**src/rtl/alu_arbiter_if.sv**
```systemverilog
// alu_arbiter_if: requester, response and ALU-side signals of the shared ALU arbiter
interface alu_arbiter_if;
   logic        req0_valid;
   logic        req0_ready;
   logic [31:0] req0_dataA;
   logic [31:0] req0_dataB;
   logic [5:0]  req0_signal;
   logic        req1_valid;
   logic        req1_ready;
   logic [31:0] req1_dataA;
   logic [31:0] req1_dataB;
   logic [5:0]  req1_signal;
   logic        rsp_valid;
   logic        rsp_ready;
   logic        rsp_id;
   logic [31:0] rsp_data;
   logic        rsp_err;
   logic [31:0] alu_dataA;
   logic [31:0] alu_dataB;
   logic [5:0]  alu_signal;
   logic [31:0] alu_dataOut;

   modport slave (
      input  req0_valid, req0_dataA, req0_dataB, req0_signal,
      input  req1_valid, req1_dataA, req1_dataB, req1_signal,
      input  rsp_ready, alu_dataOut,
      output req0_ready, req1_ready,
      output rsp_valid, rsp_id, rsp_data, rsp_err,
      output alu_dataA, alu_dataB, alu_signal
   );

   modport master (
      output req0_valid, req0_dataA, req0_dataB, req0_signal,
      output req1_valid, req1_dataA, req1_dataB, req1_signal,
      output rsp_ready, alu_dataOut,
      input  req0_ready, req1_ready,
      input  rsp_valid, rsp_id, rsp_data, rsp_err,
      input  alu_dataA, alu_dataB, alu_signal
   );
endinterface

```
**src/rtl/alu_arbiter.sv**
```systemverilog
// alu_arbiter: round-robin two-requester sequencer for a shared combinational ALU,
// holding ALU inputs SETTLE cycles before capturing the result.
module alu_arbiter #(
   parameter int SETTLE = 2
) (
   input logic          clk,
   input logic          reset,
   alu_arbiter_if.slave bus
);
   localparam logic [1:0] IDLE = 2'd0;
   localparam logic [1:0] EXEC = 2'd1;
   localparam logic [1:0] DONE = 2'd2;

   logic [1:0]  state_q, state_d;
   logic [3:0]  cnt_q, cnt_d;
   logic        last_q, last_d;
   logic        id_q, id_d;
   logic        err_q, err_d;
   logic        bad_q, bad_d;
   logic [31:0] a_q, a_d;
   logic [31:0] b_q, b_d;
   logic [5:0]  sig_q, sig_d;
   logic [31:0] data_q, data_d;
   logic        g0, g1, acc, legal;
   logic [31:0] in_a, in_b;
   logic [5:0]  in_sig;

   // On a tie the requester not granted last wins
   assign g0 = bus.req0_valid && (!bus.req1_valid || last_q);
   assign g1 = bus.req1_valid && (!bus.req0_valid || !last_q);
   assign bus.req0_ready = reset && state_q == IDLE && g0;
   assign bus.req1_ready = reset && state_q == IDLE && g1;
   assign acc = bus.req0_ready || bus.req1_ready;
   assign in_a = g1 ? bus.req1_dataA : bus.req0_dataA;
   assign in_b = g1 ? bus.req1_dataB : bus.req0_dataB;
   assign in_sig = g1 ? bus.req1_signal : bus.req0_signal;
   assign legal = in_sig inside {6'd36, 6'd37, 6'd32, 6'd34, 6'd42};

   // Illegal codes pass one EXEC cycle with ALU inputs untouched and report a zero result
   always_comb begin
      state_d = state_q;
      cnt_d = cnt_q;
      last_d = last_q;
      id_d = id_q;
      err_d = err_q;
      bad_d = bad_q;
      a_d = a_q;
      b_d = b_q;
      sig_d = sig_q;
      data_d = data_q;
      if (state_q == IDLE && acc) begin
         id_d = g1;
         last_d = g1;
         bad_d = !legal;
         state_d = EXEC;
         cnt_d = legal ? 4'(SETTLE - 1) : 4'd0;
         a_d = legal ? in_a : a_q;
         b_d = legal ? in_b : b_q;
         sig_d = legal ? in_sig : sig_q;
      end else if (state_q == EXEC) begin
         cnt_d = cnt_q == 4'd0 ? cnt_q : cnt_q - 4'd1;
         state_d = cnt_q == 4'd0 ? DONE : EXEC;
         data_d = cnt_q == 4'd0 ? (bad_q ? 32'd0 : bus.alu_dataOut) : data_q;
         err_d = cnt_q == 4'd0 ? bad_q : err_q;
      end else if (state_q == DONE && bus.rsp_ready) begin
         state_d = IDLE;
      end
   end

   always_ff @(posedge clk or negedge reset) begin
      if (!reset) begin
         state_q <= IDLE;
         cnt_q <= 4'd0;
         last_q <= 1'b1;
         id_q <= 1'b0;
         err_q <= 1'b0;
         bad_q <= 1'b0;
         a_q <= 32'd0;
         b_q <= 32'd0;
         sig_q <= 6'd0;
         data_q <= 32'd0;
      end else begin
         state_q <= state_d;
         cnt_q <= cnt_d;
         last_q <= last_d;
         id_q <= id_d;
         err_q <= err_d;
         bad_q <= bad_d;
         a_q <= a_d;
         b_q <= b_d;
         sig_q <= sig_d;
         data_q <= data_d;
      end
   end

   assign bus.rsp_valid = state_q == DONE;
   assign bus.rsp_id = id_q;
   assign bus.rsp_data = data_q;
   assign bus.rsp_err = err_q;
   assign bus.alu_dataA = a_q;
   assign bus.alu_dataB = b_q;
   assign bus.alu_signal = sig_q;
endmodule

```
**src/flat_wrapper.sv**
```systemverilog
// flat-port wrapper written by rule: the top's interface ports become plain ports
module alu_arbiter_flat 
#(
   parameter int SETTLE = 2
)
  (clk, reset, bus_req0_valid, bus_req0_dataA, bus_req0_dataB, bus_req0_signal, bus_req1_valid, bus_req1_dataA, bus_req1_dataB, bus_req1_signal, bus_rsp_ready, bus_alu_dataOut, bus_req0_ready, bus_req1_ready, bus_rsp_valid, bus_rsp_id, bus_rsp_data, bus_rsp_err, bus_alu_dataA, bus_alu_dataB, bus_alu_signal);
  alu_arbiter_if bus_i ();
  input logic clk;
  input logic reset;
  input wire logic [$bits(bus_i.req0_valid)-1:0] bus_req0_valid;
  input wire logic [$bits(bus_i.req0_dataA)-1:0] bus_req0_dataA;
  input wire logic [$bits(bus_i.req0_dataB)-1:0] bus_req0_dataB;
  input wire logic [$bits(bus_i.req0_signal)-1:0] bus_req0_signal;
  input wire logic [$bits(bus_i.req1_valid)-1:0] bus_req1_valid;
  input wire logic [$bits(bus_i.req1_dataA)-1:0] bus_req1_dataA;
  input wire logic [$bits(bus_i.req1_dataB)-1:0] bus_req1_dataB;
  input wire logic [$bits(bus_i.req1_signal)-1:0] bus_req1_signal;
  input wire logic [$bits(bus_i.rsp_ready)-1:0] bus_rsp_ready;
  input wire logic [$bits(bus_i.alu_dataOut)-1:0] bus_alu_dataOut;
  output wire logic [$bits(bus_i.req0_ready)-1:0] bus_req0_ready;
  output wire logic [$bits(bus_i.req1_ready)-1:0] bus_req1_ready;
  output wire logic [$bits(bus_i.rsp_valid)-1:0] bus_rsp_valid;
  output wire logic [$bits(bus_i.rsp_id)-1:0] bus_rsp_id;
  output wire logic [$bits(bus_i.rsp_data)-1:0] bus_rsp_data;
  output wire logic [$bits(bus_i.rsp_err)-1:0] bus_rsp_err;
  output wire logic [$bits(bus_i.alu_dataA)-1:0] bus_alu_dataA;
  output wire logic [$bits(bus_i.alu_dataB)-1:0] bus_alu_dataB;
  output wire logic [$bits(bus_i.alu_signal)-1:0] bus_alu_signal;
  assign bus_i.req0_valid = bus_req0_valid;
  assign bus_i.req0_dataA = bus_req0_dataA;
  assign bus_i.req0_dataB = bus_req0_dataB;
  assign bus_i.req0_signal = bus_req0_signal;
  assign bus_i.req1_valid = bus_req1_valid;
  assign bus_i.req1_dataA = bus_req1_dataA;
  assign bus_i.req1_dataB = bus_req1_dataB;
  assign bus_i.req1_signal = bus_req1_signal;
  assign bus_i.rsp_ready = bus_rsp_ready;
  assign bus_i.alu_dataOut = bus_alu_dataOut;
  assign bus_req0_ready = bus_i.req0_ready;
  assign bus_req1_ready = bus_i.req1_ready;
  assign bus_rsp_valid = bus_i.rsp_valid;
  assign bus_rsp_id = bus_i.rsp_id;
  assign bus_rsp_data = bus_i.rsp_data;
  assign bus_rsp_err = bus_i.rsp_err;
  assign bus_alu_dataA = bus_i.alu_dataA;
  assign bus_alu_dataB = bus_i.alu_dataB;
  assign bus_alu_signal = bus_i.alu_signal;
  alu_arbiter #(.SETTLE(SETTLE)) u_core (.clk(clk), .reset(reset), .bus(bus_i));
endmodule
```
**config.mk**
```make
export PLATFORM = sky130hd
export DESIGN_NAME = alu_arbiter_flat
export DESIGN_NICKNAME = d
export VERILOG_FILES = /design/src/rtl/alu_arbiter_if.sv /design/src/rtl/alu_arbiter.sv /design/src/flat_wrapper.sv
export SDC_FILE = /design/constraint.sdc
export NUM_CORES = 1
export LEC_CHECK = 0
export BUFFER_PORTS_ARGS = -buffer_cell sky130_fd_sc_hd__buf_2
export CAP_MARGIN = 20
export CORE_UTILIZATION = 45
export DETAILED_ROUTE_END_ITERATION = 6
export PLACE_DENSITY = 0.84
export SLEW_MARGIN = 10
export SYNTH_ARGS = -nofsm -noshare
export SYNTH_HDL_FRONTEND = slang
export SYNTH_SLANG_ARGS = --single-unit
```
**constraint.sdc**
```tcl
create_clock -name clk -period 2.6 [get_ports clk]
set_input_delay 0.26 -clock clk [delete_from_list [all_inputs] [get_ports clk]]
set_output_delay 0.26 -clock clk [all_outputs]
set_load 0.05 [all_outputs]
```
==> qor.csv <==
stage,metric,value,unit
synth,async_reset_ff_frac,1.00,
power_and_ir_drop,switchingPower,886,uW
synth,yosysTopAreaCell,dfrtp_1,
timing,setup_tns,0,ps
timing,rsz0062_at_grt,no,
critical_path,crit_fanout,69,
synth,synth-edff-count,0,
synth,synth_simple_gate_area_share,0.231,
clock_tree,clk_latency,350,ps
power_and_ir_drop,seq_power_share,0.470,
synth,netlist_instances,569,
global_routing,track_usage,0.231,
floorplanning,fp.coreArea,11500,um^2
synth,synth-seq-cells,112,
clock_tree,post_cts_buffers,0,
synth,synthMuxAreaShare,0.146,
route,vias,4813,
clock_tree,clock-sinks,112,
floorplanning,dieArea,12200,um^2
route,wirelength,13500,um
synth,synth.area.top_cells,"dfrtp_1 (52%), nand2_1 (17%), mux2_2 (10%)",
timing,finalSetupViolCount,0,
power_and_ir_drop,power.density,528,nW/um^2
synth,synthTopCellsByCount,"nand2_1 (235), dfrtp_1 (111), mux2_2 (49), o21ai_0 (35), nand2b_1 (32)",
clock_tree,clk_pin_slew,70,ps
timing,post-route-min-period,2250,ps
power_and_ir_drop,intPower,2.91,mW
synth,ys_seq_area_frac,0.528,
placement,placed_cell_area,6850,um^2
route,dr_wl_met3,777,um
floorplanning,initial_utilization,0.463,
critical_path,end_kind,output pin,
floorplanning,die_y,111,um
route,top_layer,met4,
global_routing,grt_max_degree,70,
timing,clock-skew-final,6.41,ps
placement,numPortBuffers,283,
power_and_ir_drop,power_frac_comb,0.116,
clock_tree,cts.repair.resized,0,
timing,relSlewSlack,0.448,
critical_path,cp_data_required_time,2340,ps
finish,seq_area,2800,um^2
timing,slew_viol_final,0,
route,via_per_inst,4.89,
clock_tree,cts_buffer_depth,2,
critical_path,arrival,1990,ps
clock_tree,cts_tree,done,
synth,synth_top_cell_area_share,0.523,
floorplanning,ios,284,
global_routing,grt_first_pass_wirelength,22500,um
floorplanning,fp.dieW,111,um
global_routing,grt_pass1_vias,4815,
power_and_ir_drop,vdd_drop_max,0.404,mV
clock_tree,cts.htree.levels,3,
synth,synth.most_common_cell,nand2_1,
timing,fmax,444,MHz
finish,finish.net_count,1016,
status,status,"complete, no violations",
finish,drive_gt1_frac,0.429,
finish,final_util,0.627,
synth,synth_compound_area_frac,0.0556,
synth,synth_xor_xnor_area_share,0.00495,
power_and_ir_drop,p_clk_frac,0.414,
route,ant_nets,0,
route,drtPass1Iterations,6,
synth,ys.warnings.count,0,
power_and_ir_drop,swShare,0.233,
clock_tree,cts_hold_buf,0,
run,drv_cap,0,
global_routing,antenna_found_initial,0,
route,post_drt_wl_per_cell,13.7,um
synth,synth_top_family_by_area,simple AND/OR/NAND/NOR gates,
route,post-route-drc-count,0,
placement,gp_congestion,0.773,
clock_tree,cts_root_buffer,clkbuf_16,
synth,syn_avg_cell_area,9.33,um^2
finish,final_area,7190,um^2
timing,hold_viol,0,
power_and_ir_drop,p_leak,4.22,nW
clock_tree,numCtsBuffers,9,
route,met1_length,5520,um
timing,fin_crit_sh,0.867,
placement,dpl.hpwl,9990,um
critical_path,startpoint_type,flop,
finish,multi_input_area,2350,um^2
route,wl_met2,6790,um
finish,area_delta_synth_final,35.5,%
global_routing,grt-ovfl-total,0,
critical_path,path_class,flop to output pin,
hold_path,hold_path.class,input pin to async pin,
route,drt_iter0_markers,200,
finish,fillCellCount,959,
synth,synthAdderAreaFrac,0.00236,
synth,ys_types,37,
synth,synthesis.area,5310,um^2
timing,max_slew.worst_pin.slew,827,ps
synth,synth_ff_type,dfrtp_1,
floorplanning,row_count,39,
finish,antennaDiodeCount,0,
synth,syn_nets,747,
-- kinds of logic after synthesis --
group,Yosys count
AND/OR/NAND/NOR,291
flip-flops,112
multiplexers,69
AO/OA/AOI/OAI,52
buffers and inverters,41
XOR/XNOR,3
adder cells (fa/ha/maj),1
-- worst paths after layout --
kind | from | end | slack, ps | cells after the start
worst max-delay path | u_core.last_q$_DFFE_PN1N_ | bus_req1_ready | 350 | 4
worst min-delay path | reset | u_core.bus.rsp_data[17]$_DFFE_PN0P_ | 20 | 2
worst max register to register | u_core.state_q[1]$_DFFE_PN0P_ | u_core.bus.alu_dataA[27]$_DFFE_PN0P_ | 500 | 5
worst min register to register | u_core.bus.alu_dataB[1]$_DFFE_PN0P_ | u_core.bus.alu_dataB[1]$_DFFE_PN0P_ | 480 | 1
max in group asynchronous | reset | u_core.bus.alu_dataA[22]$_DFFE_PN0P_ | 1330 | 3
min in group clk | bus_rsp_ready | u_core.state_q[1]$_DFFE_PN0P_ | 90 | 2
-- registers in the layout, indices dropped and copies added (netlist names) --
signal / flops
u_core.bus.alu_dataB: 32
u_core.bad_q: 1
u_core.bus.alu_dataA: 32
u_core.bus.rsp_err: 1
u_core.state_q: 2
u_core.bus.rsp_data: 32
u_core.bus.rsp_id: 1
u_core.last_q: 1
u_core.cnt_q: 4
u_core.bus.alu_signal: 6
-- critical path, stage by stage, from the launching register on --
cell	delay, ps
dfstp_2	400
a21boi_4	130
buf_4	560
and2_1	240
buf_2	280
-- stage by stage --
stage,total power [mW],hold slack (ps),worst slack (ps),std cells
after floorplan,2.03,-35.6,677,569
after global placement,2.25,406,581,970
after detailed placement,2.26,412,521,970
after CTS,3.84,27.1,339,985
after global routing,3.96,61.2,240,985
final,3.80,19.1,346,985
-- final cells by class --
| class | count | share of cell area |
|---|---|---|
| Sequential cell | 112 | 0.390 |
| Timing Repair Buffer | 290 | 0.206 |
| Inverter | 9 | 0.00470 |
| Multi-Input combinational cell | 416 | 0.326 |
| Tap cell | 143 | 0.0249 |
| Clock buffer | 10 | 0.0332 |
| Clock inverter | 5 | 0.0146 |
-- power by group through the flow --
stage	combinational, mW	sequential [mW]	clock, mW
finish	0.442	1.78	1.57
global route	0.496	1.79	1.67
CTS	0.446	1.78	1.61
detailed placement	0.443	1.82	0
global placement	0.434	1.82	0
floorplan	0.171	1.86	0
-- metal layers --
layer | vias up | track usage
li1 | 2367 | -
met1 | 2209 | 0.265
met2 | 203 | 0.403
met3 | 34 | 0.0499
met4 | 0 | 0.124
met5 | - | 0
-- cells in the final DEF (no fill, tap or decap), drive strengths merged --
cell type / netlist / final
buf: 10 / 290
nand2: 235 / 235
dfrtp: 111 / 111
mux2: 67 / 67
o21ai: 36 / 36
nand2b: 32 / 32
clkbuf: 22 / 10
inv: 9 / 9
a21oi: 7 / 7
nor2b: 5 / 5
nor2: 5 / 5
nand4: 4 / 4
bufinv: 0 / 3
mux2i: 2 / 2
o2111ai: 2 / 2
nand3: 2 / 2
xor2: 2 / 2
nor3: 2 / 2
a21o: 2 / 2
clkinvlp: 0 / 2
nor3b: 2 / 2
a21boi: 1 / 1
and2: 1 / 1
a21bo: 1 / 1
o21a: 1 / 1
or3b: 1 / 1
a211oi: 1 / 1
xnor2: 1 / 1
and3: 1 / 1
o21bai: 1 / 1
or2: 1 / 1
ha: 1 / 1
dfstp: 1 / 1
No activity file was read; power rests on OpenSTA's default activity.
